File: config.mk
export PLATFORM = sky130hd
export DESIGN_NAME = pipeline_ctrl_flat
export DESIGN_NICKNAME = d
export VERILOG_FILES = /design/src/rtl/pipeline_ctrl_pkg.sv /design/src/rtl/pipeline_ctrl_if.sv /design/src/rtl/pipeline_ctrl_stall_watchdog.sv /design/src/rtl/pipeline_ctrl.sv /design/src/flat_wrapper.sv
export SDC_FILE = /design/constraint.sdc
export NUM_CORES = 1
export LEC_CHECK = 0
export ABC_AREA = 0
export CORE_MARGIN = 1.5
export CORE_UTILIZATION = 40
export CTS_BUF_LIST = sky130_fd_sc_hd__clkbuf_8
export DETAILED_ROUTE_END_ITERATION = 8
export HOLD_SLACK_MARGIN = 0.03
export PLACE_DENSITY = 0.87
export SLEW_MARGIN = 20
export SYNTH_ARGS = -nofsm -noshare
export SYNTH_HDL_FRONTEND = slang
export SYNTH_SLANG_ARGS = --single-unit
File: constraint.sdc
create_clock -name clk -period 1.42 [get_ports clk]
set_clock_uncertainty 0.05 [all_clocks]
set_input_delay 0.284 -clock clk [delete_from_list [all_inputs] [get_ports clk]]
set_output_delay 0.284 -clock clk [all_outputs]
set_load 0.02 [all_outputs]
File: src/rtl/pipeline_ctrl_pkg.sv
// Shared types and constants for the pipeline control unit.
// Pause vectors map bit 0..5 to pc, if_id, id_ex, ex_mem, mem_wb, wb.
package pipeline_ctrl_pkg;

   localparam int PAUSE_W = 6;
   localparam int HOLD_CNT_W = 4;

   typedef logic [PAUSE_W-1:0] pause_t;

   typedef enum logic [1:0] {
      CTRL_RUN     = 2'd0,
      CTRL_PENDING = 2'd1,
      CTRL_HOLD    = 2'd2
   } ctrl_state_e;

   localparam pause_t PAUSE_NONE = 6'b000000;
   localparam pause_t PAUSE_IF   = 6'b000011;
   localparam pause_t PAUSE_ID   = 6'b000111;
   localparam pause_t PAUSE_EX   = 6'b001111;
   localparam pause_t PAUSE_MEM  = 6'b011111;

   // The deepest requesting stage freezes itself and everything upstream.
   function automatic pause_t encode_pause(input logic s_if, input logic s_id,
                                           input logic s_ex, input logic s_mem);
      pause_t p;
      if (s_mem)     p = PAUSE_MEM;
      else if (s_ex) p = PAUSE_EX;
      else if (s_id) p = PAUSE_ID;
      else if (s_if) p = PAUSE_IF;
      else           p = PAUSE_NONE;
      return p;
   endfunction

endpackage

File: src/rtl/pipeline_ctrl_if.sv
// Request/response bundle between the pipeline stages (master) and the
// control unit (slave).
interface pipeline_ctrl_if;
   import pipeline_ctrl_pkg::*;

   logic        stall_req_if;
   logic        stall_req_id;
   logic        stall_req_ex;
   logic        stall_req_mem;
   logic        exception_req;
   logic        is_ertn;
   logic [31:0] eentry_pc;
   logic [31:0] era_pc;
   pause_t      pause;
   logic        exception_flush;
   logic [31:0] new_pc;
   logic        stall_timeout;

   modport master (
      output stall_req_if, stall_req_id, stall_req_ex, stall_req_mem,
      output exception_req, is_ertn, eentry_pc, era_pc,
      input  pause, exception_flush, new_pc, stall_timeout
   );

   modport slave (
      input  stall_req_if, stall_req_id, stall_req_ex, stall_req_mem,
      input  exception_req, is_ertn, eentry_pc, era_pc,
      output pause, exception_flush, new_pc, stall_timeout
   );
endinterface

File: src/rtl/pipeline_ctrl_stall_watchdog.sv
// stall_watchdog: counts consecutive paused cycles and raises a sticky flag
// once the count reaches LIMIT. Only instantiated with PIPE_STALL_WATCHDOG_EN.
module stall_watchdog #(
   parameter int LIMIT = 1024
) (
   input  logic clk,
   input  logic rst,
   input  logic stall_active,
   input  logic flush,
   output logic timeout
);
   localparam int W = $clog2(LIMIT + 1);
   localparam logic [W-1:0] LIMIT_V = W'(LIMIT);

   logic [W-1:0] cnt_q, cnt_d;
   logic         timeout_q, timeout_d;

   always_comb begin
      cnt_d     = cnt_q;
      timeout_d = timeout_q;
      if (!stall_active || flush) begin
         cnt_d = '0;
      end else if (cnt_q != LIMIT_V) begin
         cnt_d = cnt_q + W'(1);
      end
      if (cnt_d == LIMIT_V) begin
         timeout_d = 1'b1;
      end
   end

   always_ff @(posedge clk or negedge rst) begin
      if (!rst) begin
         cnt_q     <= '0;
         timeout_q <= 1'b0;
      end else begin
         cnt_q     <= cnt_d;
         timeout_q <= timeout_d;
      end
   end

   assign timeout = timeout_q;
endmodule

File: src/rtl/pipeline_ctrl.sv
// pipeline_ctrl: stall priority encoding, exception/ertn flush sequencing and
// redirect PC. Optional stall watchdog enabled by PIPE_STALL_WATCHDOG_EN.
module pipeline_ctrl
   import pipeline_ctrl_pkg::*;
#(
   parameter int HOLD_CYCLES = 2,
   parameter int WDOG_LIMIT  = 1024
) (
   input  logic            clk,
   input  logic            rst,
   pipeline_ctrl_if.slave  bus
);
   localparam logic [HOLD_CNT_W-1:0] HOLD_LOAD = HOLD_CNT_W'(HOLD_CYCLES);

   ctrl_state_e             state_q, state_d;
   logic [HOLD_CNT_W-1:0]   cnt_q, cnt_d;
   logic [31:0]             pend_pc_q, pend_pc_d;

   pause_t      stall_pause;
   pause_t      pause_c;
   logic        flush_c;
   logic [31:0] new_pc_c;
   logic [31:0] target_pc;

   assign stall_pause = encode_pause(bus.stall_req_if, bus.stall_req_id,
                                     bus.stall_req_ex, bus.stall_req_mem);
   assign target_pc   = bus.is_ertn ? bus.era_pc : bus.eentry_pc;

   always_comb begin
      state_d   = state_q;
      cnt_d     = cnt_q;
      pend_pc_d = pend_pc_q;
      flush_c   = 1'b0;
      new_pc_c  = 32'h0;
      pause_c   = stall_pause;
      case (state_q)
         CTRL_RUN: begin
            if (bus.exception_req) begin
               if (!bus.stall_req_mem) begin
                  flush_c  = 1'b1;
                  new_pc_c = target_pc;
                  pause_c  = PAUSE_NONE;
                  cnt_d    = HOLD_LOAD;
                  state_d  = CTRL_HOLD;
               end else begin
                  // MEM still owns an access; capture the target now so a
                  // later change on era/eentry cannot retarget the flush.
                  pend_pc_d = target_pc;
                  state_d   = CTRL_PENDING;
               end
            end
         end
         CTRL_PENDING: begin
            if (!bus.stall_req_mem) begin
               flush_c  = 1'b1;
               new_pc_c = pend_pc_q;
               pause_c  = PAUSE_NONE;
               cnt_d    = HOLD_LOAD;
               state_d  = CTRL_HOLD;
            end
         end
         CTRL_HOLD: begin
            if (cnt_q == '0) begin
               state_d = CTRL_RUN;
            end else begin
               cnt_d = cnt_q - HOLD_CNT_W'(1);
            end
         end
         default: state_d = CTRL_RUN;
      endcase
   end

   always_ff @(posedge clk or negedge rst) begin
      if (!rst) begin
         state_q   <= CTRL_RUN;
         cnt_q     <= '0;
         pend_pc_q <= 32'h0;
      end else begin
         state_q   <= state_d;
         cnt_q     <= cnt_d;
         pend_pc_q <= pend_pc_d;
      end
   end

   // Outputs are combinational from the requests, so reset gates them too.
   assign bus.pause           = rst ? pause_c  : PAUSE_NONE;
   assign bus.exception_flush = rst ? flush_c  : 1'b0;
   assign bus.new_pc          = rst ? new_pc_c : 32'h0;

`ifdef PIPE_STALL_WATCHDOG_EN
   logic timeout_w;

   stall_watchdog #(
      .LIMIT (WDOG_LIMIT)
   ) u_stall_watchdog (
      .clk          (clk),
      .rst          (rst),
      .stall_active (pause_c != PAUSE_NONE),
      .flush        (flush_c),
      .timeout      (timeout_w)
   );

   assign bus.stall_timeout = timeout_w;
`else
   assign bus.stall_timeout = 1'b0;
`endif
endmodule

File: src/flat_wrapper.sv
// flat-port wrapper written by rule: the top's interface ports become plain ports
module pipeline_ctrl_flat import pipeline_ctrl_pkg::*;
#(
   parameter int HOLD_CYCLES = 2,
   parameter int WDOG_LIMIT  = 1024
)
  (clk, rst, bus_stall_req_if, bus_stall_req_id, bus_stall_req_ex, bus_stall_req_mem, bus_exception_req, bus_is_ertn, bus_eentry_pc, bus_era_pc, bus_pause, bus_exception_flush, bus_new_pc, bus_stall_timeout);
  pipeline_ctrl_if bus_i ();
  input  logic clk;
  input  logic rst;
  input wire logic [$bits(bus_i.stall_req_if)-1:0] bus_stall_req_if;
  input wire logic [$bits(bus_i.stall_req_id)-1:0] bus_stall_req_id;
  input wire logic [$bits(bus_i.stall_req_ex)-1:0] bus_stall_req_ex;
  input wire logic [$bits(bus_i.stall_req_mem)-1:0] bus_stall_req_mem;
  input wire logic [$bits(bus_i.exception_req)-1:0] bus_exception_req;
  input wire logic [$bits(bus_i.is_ertn)-1:0] bus_is_ertn;
  input wire logic [$bits(bus_i.eentry_pc)-1:0] bus_eentry_pc;
  input wire logic [$bits(bus_i.era_pc)-1:0] bus_era_pc;
  output wire logic [$bits(bus_i.pause)-1:0] bus_pause;
  output wire logic [$bits(bus_i.exception_flush)-1:0] bus_exception_flush;
  output wire logic [$bits(bus_i.new_pc)-1:0] bus_new_pc;
  output wire logic [$bits(bus_i.stall_timeout)-1:0] bus_stall_timeout;
  assign bus_i.stall_req_if = bus_stall_req_if;
  assign bus_i.stall_req_id = bus_stall_req_id;
  assign bus_i.stall_req_ex = bus_stall_req_ex;
  assign bus_i.stall_req_mem = bus_stall_req_mem;
  assign bus_i.exception_req = bus_exception_req;
  assign bus_i.is_ertn = bus_is_ertn;
  assign bus_i.eentry_pc = bus_eentry_pc;
  assign bus_i.era_pc = bus_era_pc;
  assign bus_pause = bus_i.pause;
  assign bus_exception_flush = bus_i.exception_flush;
  assign bus_new_pc = bus_i.new_pc;
  assign bus_stall_timeout = bus_i.stall_timeout;
  pipeline_ctrl #(.HOLD_CYCLES(HOLD_CYCLES), .WDOG_LIMIT(WDOG_LIMIT)) u_core (.clk(clk), .rst(rst), .bus(bus_i));
endmodule
==> results.toml, run 1 <==
[power_and_ir_drop]
power_density_nw_per_um2 = 1350
p_leak_nw = 1.99
ir_drop_uv = 865
total_power_mw = 6.51

[cells_and_area]
mostFrequentLayoutCell = "clkdlybuf4s50_1"
finalNonFillerCells = 454
final_util_pct = 76.6
antenna_cells = 0
drive_gt1_share_pct = 64.5
area.growth.synth_to_final_pct = 86.5
nets = 449
fill_cells = 387
final_cell_mix = "clkdlybuf4s50_1, buf_6, dfrtp_1"

[cts]
cts_sinks = 38
cts_tree = "yes"
numCtsBuffers = 5
cts.clk_slew.worst_paths_ps = 80
cts_buffer_depth = 2
clk_latency_ps = 290
root_buffer = "clkbuf_8"
cts_max_level = 2

[synth]
synth_area_um2 = 2590
synth_cells = 229
avgSynthCellArea_um2 = 11.3
synth_edf_count = 0
async_flop_share_pct = 100
synth-seq-area-share_pct = 36.7
ys_warn_count = 0
ys_ff_latch = 38
synth_ff_type = "dfrtp_1"
synthDistinctLibCells = 33

[global_route]
grt_pass1_vias = 2601
grt_pass1_wl_um = 13600
grt_remaining_overflow = 0
grt_max_degree = 22
grt_usage_pct = 25.0
antenna_found_initial = 0

[place]
port-buffer-count = 109
gp_congestion = 0.755
dpl.hpwl_um = 4910
dp_cells = 414
dp_slack_ps = -1180

[drt]
via_per_inst = 5.39
routed-via-count = 2446
drc = 0
drtIter0Drc = 119
wl_um = 9150
wl_per_cell_um = 20.1
antenna_left = 0
dr.pass1.iters = 4

[worst_setup_path]
required_ps = 1090
crit_arrival_ps = 1850
critPathKind = "register to primary output"
endpoint_kind = "primary output"
critPathLaunchType = "register"
crit_fanout = 8

[floorplan]
dieWidth_um = 83.5
rows = 29
die-area_um2 = 6970
initial_core_util_pct = 41.1
chipHeight_um = 83.5
io_pins = 112
core_um2 = 6310

[timing]
fin_ws_ps = -766
tns_ps = -47050
finalCritPeriodShare_pct = 154
fin_crit_ps = 2190
slew_viol_final = 0
finalSetupViolCount = 74
fmax_ghz = 0.458
final_hold_viol_count = 0
rsz0062_at_grt = "yes"

[hold_path]
hold_class = "primary input to asynchronous set/reset pin"

[outcome]
status = "finished with violations"
failed_checks = "negative setup slack"

[job]
maxCapViolations = 0
[layer usage]
metal  track usage (%)  share of wire, %
met2              45.5                54
met3              4.75               6.0
met5                 0                 0
met4              6.11               1.3
met1              30.5                39
[worst paths after layout]
kind	startpoint	end	slack [ps]	cells after the start
worst max-delay path	u_core.state_q[1]	bus_new_pc[24]	-770	7
worst min-delay path	rst	u_core.pend_pc_q[6]	100	3
worst max register to register	u_core.state_q[1]	u_core.pend_pc_q[12]	-690	9
worst min register to register	u_core.pend_pc_q[1]	u_core.pend_pc_q[1]	470	1
max in group asynchronous	rst	u_core.pend_pc_q[16]	670	3
min in group clk	bus_stall_req_mem	u_core.state_q[0]	420	3
[registers in the layout, indices dropped and copies added (netlist names)]
name              count
u_core.pend_pc_q     32
u_core.cnt_q          4
u_core.state_q        2
[cells by family after synthesis]
family | count (synthesis) | share of synthesized area, %
buffers and inverters | 26 | 7.09
adder cells (fa/ha/maj) | 1 | 0.483
flip-flops | 38 | 36.7
AO/OA/AOI/OAI | 40 | 11.3
AND/OR/NAND/NOR | 55 | 10.5
other | 1 | 0.145
multiplexers | 68 | 33.8
[power breakdown]
group	total (mW)	internal (mW)	switching [mW]
combinational	3.58	2.15	1.43
sequential	2.05	1.62	0.427
clock	0.874	0.491	0.383
[cells in the mapped netlist (2+ instances only)]
cell,count,area (µm²)
a21oi_1,4,20.0
nor2_1,38,143
mux2_2,35,394
clkbuf_1,5,18.8
and3_1,2,12.5
buf_4,5,37.5
inv_1,3,11.3
or2_2,2,12.5
a21boi_0,2,15.0
mux2i_1,2,20.0
dfrtp_1,38,951
buf_2,9,45.0
a22oi_1,32,240
nand2_1,2,7.51
buf_12,3,60.1
mux2_4,30,450
[cell type report]
type / instances / area [µm²] / share of cell area [%]
flip-flops and latches: 38 / 952 / 19.7
clock buffers: 8 / 110 / 2.28
well taps: 77 / 96.3 / 1.99
multi-input cells: 166 / 1820 / 37.7
inverters: 3 / 11.3 / 0.233
repair buffers: 162 / 1840 / 38.1
[timing repair]
action,4_1_cts,5_1_grt
hold endpoints to repair,17,0
hold buffers,1,0
setup endpoints to repair,74,74
pin swaps,19,36
setup buffers,18,8
gates cloned,9,1
gates resized for setup,267,35
[through the flow]
step           hold WS, ps  area [µm²]
2_1_floorplan        -61.6        2780
3_3_place_gp           236        4010
3_5_place_dp           240        4010
4_1_cts               91.7        4700
5_1_grt                124        4840
6_report               103        4840
[critical path, cell delays in order (launching register included)]
cell	delay, ps
dfrtp_1	420
buf_6	140
nor4b_4	310
buf_4	200
clkbuf_16	170
a22oi_2	60
nor2_2	120
buf_6	140
(Power assumes the default switching activity.)
==> run 2, diff against run 1 <==
Settings changed: CTS_CLUSTER_SIZE set to 20.
==> results of run 2 <==
The final DEF is identical to that of run 1; final timing and power are the same.
==> run 3, diff against run 2 <==
Settings changed: CAP_MARGIN set to 5.
==> results of run 3 <==
The final DEF is identical to that of run 1; final timing and power are the same.
